File: src/rtl/rx_data_reg_pkg.sv
// ============================================================================
// Module   : rx_data_reg_pkg
// Brief    : Shared USRT constants and the occupancy-width helper.
// Revision : 1.0
// ============================================================================
`default_nettype none

package rx_data_reg_pkg;

    localparam int c_DATA_W = 8;

    // Bits needed to hold values 0..n-1; never returns less than 1.
    function automatic int f_clog2(input int n);
        int r;
        r = 0;
        for (int i = 0; i < 32; i++) begin
            if ((64'd1 << r) < 64'(n)) begin
                r = r + 1;
            end
        end
        return (r < 1) ? 1 : r;
    endfunction

endpackage

`default_nettype wire

File: src/rtl/rx_data_reg.sv
// ============================================================================
// Module   : rx_data_reg
// Brief    : Receive holding register / first-word-fall-through queue with
//            sticky overrun flag.
// Revision : 1.0
// ============================================================================
`default_nettype none

module rx_data_reg
    import rx_data_reg_pkg::*;
#(
    parameter int DATA_W = c_DATA_W,
    parameter int DEPTH  = 1
) (
    input  logic                          i_Pclk,
    input  logic                          i_Reset,
    input  logic                          i_Push,
    input  logic                          i_Pop,
    input  logic [DATA_W-1:0]             i_Data,
    output logic [DATA_W-1:0]             o_Data,
    output logic                          o_Full,
    output logic                          o_Empty,
    output logic                          o_Overrun,
    output logic [f_clog2(DEPTH+1)-1:0]   o_Count
);

    localparam int c_PTR_W = f_clog2(DEPTH);
    localparam int c_CNT_W = f_clog2(DEPTH + 1);
    localparam logic [c_PTR_W-1:0] c_LAST_PTR = c_PTR_W'(DEPTH - 1);
    localparam logic [c_CNT_W-1:0] c_FULL_CNT = c_CNT_W'(DEPTH);

    logic [DATA_W-1:0]  r_mem [DEPTH];
    logic [c_PTR_W-1:0] r_wptr;
    logic [c_PTR_W-1:0] r_rptr;
    logic [c_CNT_W-1:0] r_count;
    logic               r_overrun;

    logic w_full;
    logic w_empty;
    logic w_do_pop;
    logic w_do_push;
    logic w_drop;

    assign w_full    = (r_count == c_FULL_CNT);
    assign w_empty   = (r_count == '0);
    assign w_do_pop  = i_Pop && !w_empty;
    // A full queue still accepts a push when the head leaves on the same edge.
    assign w_do_push = i_Push && (!w_full || w_do_pop);
    assign w_drop    = i_Push && w_full && !i_Pop;

    always_ff @(posedge i_Pclk) begin
        if (w_do_push) begin
            r_mem[r_wptr] <= i_Data;
        end
    end

    always_ff @(posedge i_Pclk or posedge i_Reset) begin
        if (i_Reset) begin
            r_wptr    <= '0;
            r_rptr    <= '0;
            r_count   <= '0;
            r_overrun <= 1'b0;
        end else begin
            if (w_do_push) begin
                r_wptr <= (r_wptr == c_LAST_PTR) ? '0 : r_wptr + 1'b1;
            end
            if (w_do_pop) begin
                r_rptr <= (r_rptr == c_LAST_PTR) ? '0 : r_rptr + 1'b1;
            end
            if (w_do_push && !w_do_pop) begin
                r_count <= r_count + 1'b1;
            end else if (w_do_pop && !w_do_push) begin
                r_count <= r_count - 1'b1;
            end
            if (w_drop) begin
                r_overrun <= 1'b1;
            end else if (w_do_pop) begin
                r_overrun <= 1'b0;
            end
        end
    end

    assign o_Data    = w_empty ? '0 : r_mem[r_rptr];
    assign o_Full    = w_full;
    assign o_Empty   = w_empty;
    assign o_Overrun = r_overrun;
    assign o_Count   = r_count;

endmodule

`default_nettype wire

File: config.mk
export PLATFORM = sky130hd
export DESIGN_NAME = rx_data_reg
export DESIGN_NICKNAME = d
export VERILOG_FILES = /design/src/rtl/rx_data_reg_pkg.sv /design/src/rtl/rx_data_reg.sv
export SDC_FILE = /design/constraint.sdc
export NUM_CORES = 1
export LEC_CHECK = 0
export CAP_MARGIN = 0
export CORE_AREA = 2 2 39 41
export DETAILED_ROUTE_END_ITERATION = 6
export DIE_AREA = 0 0 41 43
export GPL_TIMING_DRIVEN = 0
export PLACE_DENSITY_LB_ADDON = 0.2
export SLEW_MARGIN = 20
export SYNTH_ARGS = -nofsm -noshare
export SYNTH_HDL_FRONTEND = slang
export SYNTH_SLANG_ARGS = --single-unit
File: constraint.sdc
create_clock -name i_Pclk -period 2.9 [get_ports i_Pclk]
set_input_delay 0.58 -clock i_Pclk [delete_from_list [all_inputs] [get_ports i_Pclk]]
set_output_delay 0.58 -clock i_Pclk [all_outputs]
set_load 0.005 [all_outputs]
==> run_results.csv <==
group,metric,value,unit
routing,routedWlPerCell,10.7,microns
timing,hold_viol,0,
power_and_ir_drop,power.leakage,0.267,nW
clocking,clk_latency,250,ps
finish,post-route-util,49.7,%
power_and_ir_drop,p_int,284,uW
clocking,cts_tree,"done",
die,die_area,1760,sq um
synthesis,synth_cell_types,9,
finish,finish.net_count,67,
clocking,ctsResizeCount,0,
clocking,htree_levels,1,
critical_path,timing_worst_setup_path_type,"register to output pin",
critical_path,critical_path_peak_fanout,10,
global_route,grt_start_max_net_pins,11,
synthesis,syn-cell-area,402,sq um
synthesis,synth_warnings,0,
global_route,grt_overflow,0,
power_and_ir_drop,power_frac_comb,17.0,%
critical_path,start_kind,"register",
critical_path,worstPathArrival,1440,ps
synthesis,synth_cells,27,
clocking,postCtsSetupBuffers,0,
routing,routed_wl,746,microns
finish,mostFrequentLayoutCells,"clkdlybuf4s50_1, edfxtp_1, and2_2",
clocking,clk_path_buf_depth,2,
power_and_ir_drop,sequentialPowerShare,48.5,%
clocking,path_clk_slew,60,ps
min_path,hold_class,"input pin to async pin",
critical_path,cp-end-kind,"output pin",
finish,diodes,0,
timing,finalSetupTns,0,ps
timing,clock_skew,0.765,ps
routing,num_vias,283,
clocking,clock-root-buffer,"clkbuf_4",
routing,via_per_inst,4.04,
die,die_w,41,microns
synthesis,seq_area_frac_synth,72.3,%
timing,period_minus_slack,2020,ps
run_status,status,"finished clean",
global_route,antenna_found_initial,0,
global_route,grt_util_all_layers,10.1,%
finish,final_common_cell,"clkdlybuf4s50_1",
timing,worst_pin_slew,353,ps
die,start_util,29.0,%
die,pin_count,24,
power_and_ir_drop,ir_drop,0.000240,V
finish,area_growth,71.3,%
power_and_ir_drop,switchingPower,63.8,uW
timing,maxSlewHeadroom,76.5,%
routing,dr.pass1.iters,1,
timing,setup_viol,0,
clocking,postCtsHoldBufs,0,
clocking,numCtsBuffers,3,
global_route,grt_pass1_wl,1130,microns
place,io_buffer_count,23,
finish,fill_cells,132,
power_and_ir_drop,clock_power_share,34.4,%
place,dp.cells,66,
routing,dr.first_iter.drc_count,0,
synthesis,synth.avg_cell_area,14.9,sq um
synthesis,syn-num-nets,39,
global_route,grt_pass1_vias,300,
die,core-area,1380,sq um
die,rows,14,
critical_path,required,2320,ps
timing,slew_violations,0,
run,drv_cap,0,
finish,drive_gt1_share,20.4,%
power_and_ir_drop,powerDensity,505,nW/um^2
place,dpl.hpwl,614,microns
routing,drc,0,
power_and_ir_drop,power_switching_share,18.4,%
synthesis,ys_ff_latch,10,
die,die-height,43,microns
timing,fin_crit_sh,69.8,%
place,gp_congestion,0.585,
routing,ant_nets,0,
clocking,clock-sinks,10,
timing,rsz0062_at_grt,"false",
finish,final_cell_count_no_fill,70,
timing,max_freq,494,MHz
layer usage:
metal,global-route usage [%],share of wire (%),up-vias
li1,-,-,142
met1,9.90,33,128
met2,16.3,59,13
met3,3.14,8.0,0
met4,8.00,0,0
met5,0,0,-
per-stage QoR:
step	hold WS [ps]	worst slack (ps)	power, mW	instance area [sq um]
2_1_floorplan	321	1610	0.190	402
3_3_place_gp	513	1070	0.230	652
3_5_place_dp	547	1010	0.232	652
4_1_cts	473	849	0.355	688
5_1_grt	464	796	0.366	688
6_report	479	876	0.348	688
layout make-up:
cell class	instances	area, sq um	area share, %
flip-flops and latches	10	290	42.2
well taps	16	20.0	2.91
inverters	2	7.51	1.09
multi-input cells	13	85.1	12.4
repair buffers	23	230	33.5
plain buffers	2	18.8	2.73
clock buffers	4	36.3	5.27
kinds of logic after synthesis:
kind of cell | share of synthesized area [%]
buffers and inverters | 6.54
AND/OR/NAND/NOR | 18.7
flip-flops | 72.3
AO/OA/AOI/OAI | 2.49
worst max-delay path, cell delays in order (launching register included):
cell	delay [ps]
dfrtp_1	420
buf_6	150
and2_2	130
clkdlybuf4s50_1	490
sequential cells by signal (all words and copies together) (netlist names):
signal     flops
r_mem          8
o_Count        1
o_Overrun      1
synthesized netlist by cell type (all sizes together):
master | n | area share, %
a21oi | 2 | 2.5
and2 | 9 | 16
buf | 2 | 4.7
dfrtp | 2 | 12
edfxtp | 8 | 60
inv | 2 | 1.9
nand2b | 2 | 3.1
path summary, 6_finish.rpt:
kind	from	to	slack, ps	depth (start not counted)
min reg2reg	o_Overrun	o_Overrun	560	2
max	o_Count	o_Data[4]	880	3
min in group i_Pclk	o_Overrun	o_Overrun	560	2
min	i_Reset	o_Overrun	480	2
max in group asynchronous	i_Reset	o_Count	2310	2
max reg2reg	o_Count	r_mem[0][1]	1680	2
power by group through the flow:
stage          clock network, mW  logic (mW)  registers (mW)
2_1_floorplan                  0      0.0184           0.171
3_3_place_gp                   0      0.0585           0.171
3_5_place_dp                   0      0.0605           0.172
4_1_cts                    0.125      0.0605           0.169
5_1_grt                    0.132      0.0646           0.169
6_report                   0.120      0.0592           0.169
Power figures use the tool's default switching activity.
